`src/rtl/arith_pkg.sv`:
```
// arith_pkg: shared state encoding and constants for the byte-serial arithmetic unit
package arith_pkg;
  localparam int DIV_W = 8;
  localparam int CNT_W = $clog2(DIV_W + 1);
  localparam logic [DIV_W-1:0] OVF_Q = 8'hFF;
  typedef enum logic [2:0] {
    IDLE   = 3'd0,
    LOAD_A = 3'd1,
    LOAD_Q = 3'd2,
    LOAD_M = 3'd3,
    CHECK  = 3'd4,
    DIV    = 3'd5,
    CORR   = 3'd6,
    OUT_R  = 3'd7
  } div_state_t;
endpackage

```
`src/rtl/nrdiv_step.sv`:
```
// nrdiv_step: one combinational non-restoring division iteration on {P,Q}
module nrdiv_step #(
  parameter int N = 8
) (
  input  logic [N:0]   i_p,
  input  logic [N-1:0] i_q,
  input  logic [N-1:0] i_m,
  output logic [N:0]   o_p,
  output logic [N-1:0] o_q
);
  logic [N:0] w_ps;
  assign w_ps = {i_p[N-1:0], i_q[N-1]};
  assign o_p  = i_p[N] ? w_ps + {1'b0, i_m} : w_ps - {1'b0, i_m};
  assign o_q  = {i_q[N-2:0], ~o_p[N]};
endmodule

```
`src/rtl/nrdiv8.sv`:
```
// nrdiv8: unsigned 2N/N non-restoring divider on the shared byte-serial operand bus
module nrdiv8
  import arith_pkg::*;
#(
  parameter int N = DIV_W
) (
  input  logic         clk,
  input  logic         rst,
  input  logic         beginsig,
  input  logic         locksig,
  input  logic [N-1:0] inbus,
  output logic [N-1:0] outbus,
  output logic         endsig,
  output logic         ovf
);
  div_state_t r_state, w_next;
  logic [N:0] r_p, w_p;
  logic [N-1:0] r_q, r_m, r_out, w_q;
  logic [CNT_W-1:0] r_cnt;
  logic r_endsig, r_ovf, w_ovf;
  nrdiv_step #(.N(N)) u_step (
    .i_p(r_p),
    .i_q(r_q),
    .i_m(r_m),
    .o_p(w_p),
    .o_q(w_q)
  );
  // A >= M also catches M == 0, since A is unsigned
  assign w_ovf = r_p[N-1:0] >= r_m;
  always_comb begin
    w_next = r_state;
    if (beginsig) w_next = LOAD_A;
    else
      case (r_state)
        LOAD_A:  w_next = locksig ? LOAD_Q : LOAD_A;
        LOAD_Q:  w_next = locksig ? LOAD_M : LOAD_Q;
        LOAD_M:  w_next = locksig ? CHECK : LOAD_M;
        CHECK:   w_next = w_ovf ? OUT_R : DIV;
        DIV:     w_next = (r_cnt == CNT_W'(N - 1)) ? CORR : DIV;
        CORR:    w_next = OUT_R;
        OUT_R:   w_next = IDLE;
        default: w_next = IDLE;
      endcase
  end
  always_ff @(posedge clk) begin
    if (rst) begin
      r_state  <= IDLE;
      r_p      <= '0;
      r_q      <= '0;
      r_m      <= '0;
      r_out    <= '0;
      r_cnt    <= '0;
      r_endsig <= 1'b0;
      r_ovf    <= 1'b0;
    end else begin
      r_state  <= w_next;
      r_endsig <= 1'b0;
      if (beginsig) begin
        r_ovf <= 1'b0;
        r_cnt <= '0;
      end else
        case (r_state)
          LOAD_A: if (locksig) r_p <= {1'b0, inbus};
          LOAD_Q: if (locksig) r_q <= inbus;
          LOAD_M: if (locksig) r_m <= inbus;
          CHECK:
            if (w_ovf) begin
              r_out <= OVF_Q;
              r_ovf <= 1'b1;
            end else r_cnt <= '0;
          DIV: begin
            r_p   <= w_p;
            r_q   <= w_q;
            r_cnt <= r_cnt + 1'b1;
          end
          CORR: begin
            if (r_p[N]) r_p <= r_p + {1'b0, r_m};
            r_out <= r_q;
          end
          OUT_R: begin
            r_out    <= r_ovf ? OVF_Q : r_p[N-1:0];
            r_endsig <= 1'b1;
          end
          default: ;
        endcase
    end
  end
  assign outbus = r_out;
  assign endsig = r_endsig;
  assign ovf    = r_ovf;
endmodule

```
`config.mk`:
```
export PLATFORM = sky130hd
export DESIGN_NAME = nrdiv8
export DESIGN_NICKNAME = d
export VERILOG_FILES = /design/src/rtl/arith_pkg.sv /design/src/rtl/nrdiv_step.sv /design/src/rtl/nrdiv8.sv
export SDC_FILE = /design/constraint.sdc
export NUM_CORES = 1
export LEC_CHECK = 0
export CAP_MARGIN = 20
export CORE_MARGIN = 1
export CORE_UTILIZATION = 25
export DETAILED_ROUTE_END_ITERATION = 7
export GPL_TIMING_DRIVEN = 0
export PLACE_DENSITY = 0.4
export SLEW_MARGIN = 20
export SYNTH_ARGS = -nofsm -noshare
export SYNTH_HDL_FRONTEND = slang
export SYNTH_SLANG_ARGS = --single-unit
```
`constraint.sdc`:
```
create_clock -name clk -period 3.5 [get_ports clk]
set_input_delay 0.7 -clock clk [delete_from_list [all_inputs] [get_ports clk]]
set_output_delay 0.7 -clock clk [all_outputs]
set_load 0.02 [all_outputs]
```
==> results.toml, run 1 <==
[run_status]
status = "complete, but fails checks"
violations = "design-rule violations"

[clocking]
cts_hold_buf = 0
htreeDepth = 2
cts_buffers = 5
cts_tree = "built"
worstSkewPairLatency_ns = 0.28
cts_root_buffer = "clkbuf_16"
cts_resized = 0
clock_path_buffers = 2
cts.sinks = 42
post_cts_buffers = 0
clk_pin_slew_ns = 0.06

[grt]
grtUsageTotal_pct = 16.3
grt_start_max_net_pins = 13
grt_pass1_wl_um = 15800
antenna_found_initial = 0
grt_pass1_vias = 2803
overflow = 0

[logic_synthesis]
synth_area_leaders = "dfxtp_1 (28%), ha_1 (11%), nor2_1 (8.5%), a21oi_1 (5.1%), nand2_1 (3.2%)"
syn_inst = 386
yosysTopAreaCellShare_pct = 27.7
synth_area_leader_cell = "dfxtp_1"
synth.most_common_cell = "nor2_1"
synth.area.mux_share_pct = 1.69
async_reset_ff_share_pct = 0
synthDistinctLibCells = 55
synth_simple_gate_area_share_pct = 22.1
synth_compound_area_share_pct = 26.4
synth_flop_cell = "dfxtp_1"
syn_area_per_cell_um2 = 7.87
synth-edff-count = 0
syn-num-nets = 426
synth_commonest_cells = "nor2_1 (69), dfxtp_1 (42), a21oi_1 (31)"
seq_area_frac_synth_pct = 27.7
synthAdderAreaFrac_pct = 12.0
synthXorXnorAreaFrac_pct = 4.90
synth_seq_cells = 42
synth_top_family_by_area = "compound AO/OA/AOI/OAI gates"
syn_area_um2 = 3040
synth_warnings = 0

[setup_path]
required_ns = 3.66
reg2reg_setup_slack_ns = 0.66
arrival_ns = 2.99
critPathKind = "flop to flop"
rr_worst_depth = 10
end_kind = "flop"
r2r_start = "r_m[1]"
path_max_fanout = 6
cp-start-kind = "flop"
rr_endpoint = "r_p[6]"

[run]
maxCapViolCount = 0

[hold_path]
min-delay-start = "r_q[3]"
hold-path-endpoint = "r_q[4]"
hp-class = "flop to flop"
whs_path_depth = 2

[layout]
area_growth_pct = 17.3
fin_area_um2 = 3560
nets = 454
drive_above_1_share_pct = 7.73
diodes = 0

[timing]
fin_crit_sh_pct = 81.1
finalSetupTns_ns = 0
setup_violations = 0
max_freq_mhz = 352
slew_headroom_pct = 49.1
worstMarginPinSlew_ns = 0.764
whs_ns = 0.506
fin_ws_ns = 0.663
fin_crit_ns = 2.84
clock_skew_ns = 0.00710
hold_viol = 0
drv_slew = 0
rsz0062_at_grt = "no"

[detailed_routing]
wire_per_inst_um = 17.4
routed_wirelength_um = 9710
drt_iter0_markers = 222
dr.pass1.iters = 6
routed_via_density = 5.11
vias = 2845
drc = 1
detail-route-antenna-nets = 0

[floorplanning]
ios = 22
die_h_um = 112
fp-row-count = 39
core-area_um2 = 11600
die_x_um = 112
die-area_um2 = 12600
initial_core_util_pct = 26.2

[power]
p_leak_nw = 1.35
p_per_area_nw_per_um2 = 302
peakVddDrop_mv = 0.155

[placement]
dpl_cell_area_um2 = 3430
port_buffers = 21
pre_cts_slack_ns = 0.633
dp.final_hpwl_um = 7650
gp_congestion = 0.820
[per-layer routing]
layer	wire length (um)	vias up	GRT usage, %	part of all wire (%)
met4	130	0	4.18	1.3
met5	0	-	0	0
met1	4910	1361	22.4	51
met3	212	9	2.21	2.2
met2	4450	40	26.8	46
li1	-	1435	-	-
[layout by cell type (no fill, tap or decap), drive strengths merged, types with 5 or more instances in the layout]
cell type	netlist	final
nor2	69	69
dfxtp	42	42
a21oi	34	34
nand2	26	26
ha	26	26
clkdlybuf4s50	0	21
o21ai	21	21
inv	17	17
a211oi	13	13
buf	13	13
clkbuf	7	12
xnor2	11	11
a211o	11	11
a311oi	8	8
nand2b	7	7
nor2b	7	7
xor2	6	6
nand3	6	6
nand3b	5	5
a221oi	5	5
nor3	5	5
[per-stage QoR]
| step | total power [mW] | std cells | utilization (%) |
|---|---|---|---|
| floorplan | 0.581 | 386 | - |
| global placement | 0.631 | 550 | 29.5 |
| detailed placement | 0.631 | 550 | 29.5 |
| CTS | 1.09 | 557 | 30.7 |
| global route | 1.12 | 557 | 30.7 |
| finish | 1.07 | 557 | 30.7 |
[state kept, by name, summed over array words and instances (netlist names)]
signal	count
r_state	3
r_p	9
ovf	1
r_q	8
r_cnt	4
outbus	8
r_m	8
endsig	1
[critical path, stage by stage, from the launching register on]
cell and delay, ns:
dfxtp_1 0.44, inv_1 0.10, ha_1 0.27, mux2_2 0.28, fa_1 0.45, a211o_1 0.28, o211ai_1 0.15, a21oi_1 0.13
xor2_1 0.18, a222oi_1 0.29, a211oi_1 0.12
[power by group]
group          total (mW)  internal (mW)  switching (mW)
Clock               0.454          0.258           0.196
Sequential          0.496          0.484          0.0116
Combinational       0.125         0.0493          0.0754
[cell families (layout without fill, tap and decap cells)]
kind of cell	Yosys count	in the layout
compound gates	115	115
flops	42	42
fa+ha+maj	28	28
buf+inv	37	65
mux	5	5
xor+xnor	17	17
simple gates	142	142
[final cells by class]
type / instances / area, um^2
buffer: 20 / 93.8
multi-input combinational: 307 / 2040
clock buffer: 5 / 125
fill: 1273 / 8050
tap: 143 / 179
sequential: 42 / 841
clock inverter: 2 / 10.0
inverter: 17 / 63.8
timing repair buffer: 21 / 210
[how the worst max path moves through the flow]
stage	start	end	slack [ns]	cells past startpoint
after floorplan	r_m[1]	r_p[6]	0.94	10
after global placement	r_m[1]	r_p[6]	0.65	10
after detailed placement	r_m[1]	r_p[6]	0.63	10
after CTS	r_m[1]	r_p[6]	0.62	10
after global routing	r_m[0]	r_p[7]	0.45	10
final	r_m[1]	r_p[6]	0.66	10
Note: power is estimated with default switching activity, not from simulation.
==> run 2, diff against run 1 <==
==> constraint.sdc (replaced) <==
create_clock -name clk -period 3 [get_ports clk]
set_input_delay 0.6 -clock clk [delete_from_list [all_inputs] [get_ports clk]]
set_output_delay 0.6 -clock clk [all_outputs]
set_load 0.02 [all_outputs]
==> run 2 against run 1 <==
The run still ends with design-rule violations left; worst hold slack stayed put; global-route usage stayed put; core utilization is 0.075 points higher; cell area is 0.25% higher; first-iteration DRC count is 1.4% lower; combinational power is 16% higher; worst setup slack worse by 0.42 ns; critical path depth stayed put; routed wire length is 0.19% higher.
==> results.toml, run 2 (synthesized netlist as in run 1, its figures left out) <==
[placement]
gp_congestion = 0.820
dp.final_hpwl_um = 7650
port_buffers = 21

[detailed_routing]
vias = 2869
routed_via_density = 5.15
detail-route-antenna-nets = 0
drt_iter0_markers = 219
routed_wirelength_um = 9730
dr.pass1.iters = 6
wire_per_inst_um = 17.5
drc = 1

[floorplanning]
initial_core_util_pct = 26.2
die-area_um2 = 12600
fp-row-count = 39
die_h_um = 112
core-area_um2 = 11600
ios = 22
die_x_um = 112

[timing]
worstMarginPinSlew_ns = 0.757
max_freq_mhz = 362
finalSetupTns_ns = 0
setup_violations = 0
clock_skew_ns = 0.00827
fin_crit_sh_pct = 92.0
hold_viol = 0
rsz0062_at_grt = "no"
drv_slew = 0
slew_headroom_pct = 49.5
fin_crit_ns = 2.76

[layout]
area_growth_pct = 17.5
nets = 454
utilization_pct = 30.7
largest_reg_flops = 9
multi_input_area_um2 = 2050
layout_common_cells = "nor2_1 (69), dfxtp_1 (40), a21oi_1 (31)"
largest_register = "r_p"
fill_cells = 1274
diodes = 0
seqCellArea_um2 = 843
mostFrequentLayoutCell = "nor2_1"
drive_above_1_share_pct = 8.45

[setup_path]
critPathKind = "flop to flop"
path_max_fanout = 6
rr_worst_depth = 10
arrival_ns = 2.92
required_ns = 3.16
cp-start-kind = "flop"
end_kind = "flop"

[grt]
grtUsageTotal_pct = 16.3
grt_pass1_vias = 2803
grt_pass1_wl_um = 15800
overflow = 0
grt_start_max_net_pins = 13
antenna_found_initial = 0

[hold_path]
hp-class = "flop to flop"
whs_path_depth = 2

[run]
maxCapViolCount = 0

[power]
sequentialPowerShare_pct = 46.1
peakVddDrop_mv = 0.181
p_per_area_nw_per_um2 = 351
swShare_pct = 26.4
clockPowerShare_pct = 42.3
p_int_uw = 924
p_leak_nw = 1.35
p_comb_share_pct = 11.6
p_switching_uw = 331

[clocking]
cts_root_buffer = "clkbuf_16"
cts_buffers = 5
clk_pin_slew_ns = 0.07
worstSkewPairLatency_ns = 0.29
cts_hold_buf = 0
htreeDepth = 2
cts_tree = "built"
clock_path_buffers = 2
cts.sinks = 42

[run_status]
status = "complete, but fails checks"
violations = "design-rule violations"
## run 2: cell counts in the layout (fill, tap and decap cells not counted)
Identical to the previous run, type by type.
## run 2: layer usage
metal  routed length (um)  GRT usage (%)
met5                    0              0
met4                  129           4.18
met3                  223           2.21
met2                 4470           26.8
met1                 4900           22.4
## run 2: through the flow
stage	hold slack, ns	area (um^2)	power (mW)	cells	setup slack (ns)
4_1_cts	0.508	3560	1.27	557	0.117
3_3_place_gp	0.495	3430	0.736	550	0.145
2_1_floorplan	0.464	3040	0.678	386	0.435
5_1_grt	0.543	3570	1.31	557	0.0962
3_5_place_dp	0.497	3430	0.736	550	0.133
6_report	0.506	3570	1.26	557	0.241
## run 2: worst paths after layout
| check | endpoint | slack [ns] | startpoint |
|---|---|---|---|
| max reg2reg | r_p[6] | 0.24 | r_m[1] |
| max | r_p[6] | 0.24 | r_m[1] |
| min | r_q[4] | 0.51 | r_q[3] |
| min reg2reg | r_q[4] | 0.51 | r_q[3] |
## run 2: worst max-delay path, stage by stage, from the launching register on
cell,delay [ns]
dfxtp_2,0.39
inv_1,0.08
ha_1,0.26
mux2_2,0.28
fa_1,0.45
a211o_1,0.28
o211ai_1,0.16
a21oi_1,0.13
xor2_1,0.18
a222oi_1,0.29
a211oi_1,0.12
## run 2: layout make-up
cell class / instances / area share [%]
flip-flops and latches: 42 / 23.6
clock inverters: 2 / 0.280
repair buffers: 21 / 5.89
plain buffers: 20 / 2.63
well taps: 143 / 5.01
inverters: 17 / 1.79
multi-input cells: 307 / 57.3
clock buffers: 5 / 3.50
## run 2: power by group through the flow
stage	Clock, mW	Sequential (mW)	Combinational, mW
final	0.531	0.579	0.145
after global routing	0.568	0.579	0.161
after CTS	0.547	0.578	0.146
after detailed placement	0	0.591	0.145
after global placement	0	0.591	0.145
after floorplan	0	0.585	0.0932
## run 2: repair_timing
| item | 4_1_cts | 5_1_grt |
|---|---|---|
| endpoints found under the hold margin | 0 | 0 |
| setup buffers | 0 | 0 |
| gates resized for setup | 0 | 3 |
| endpoints found under the setup margin | 0 | 2 |
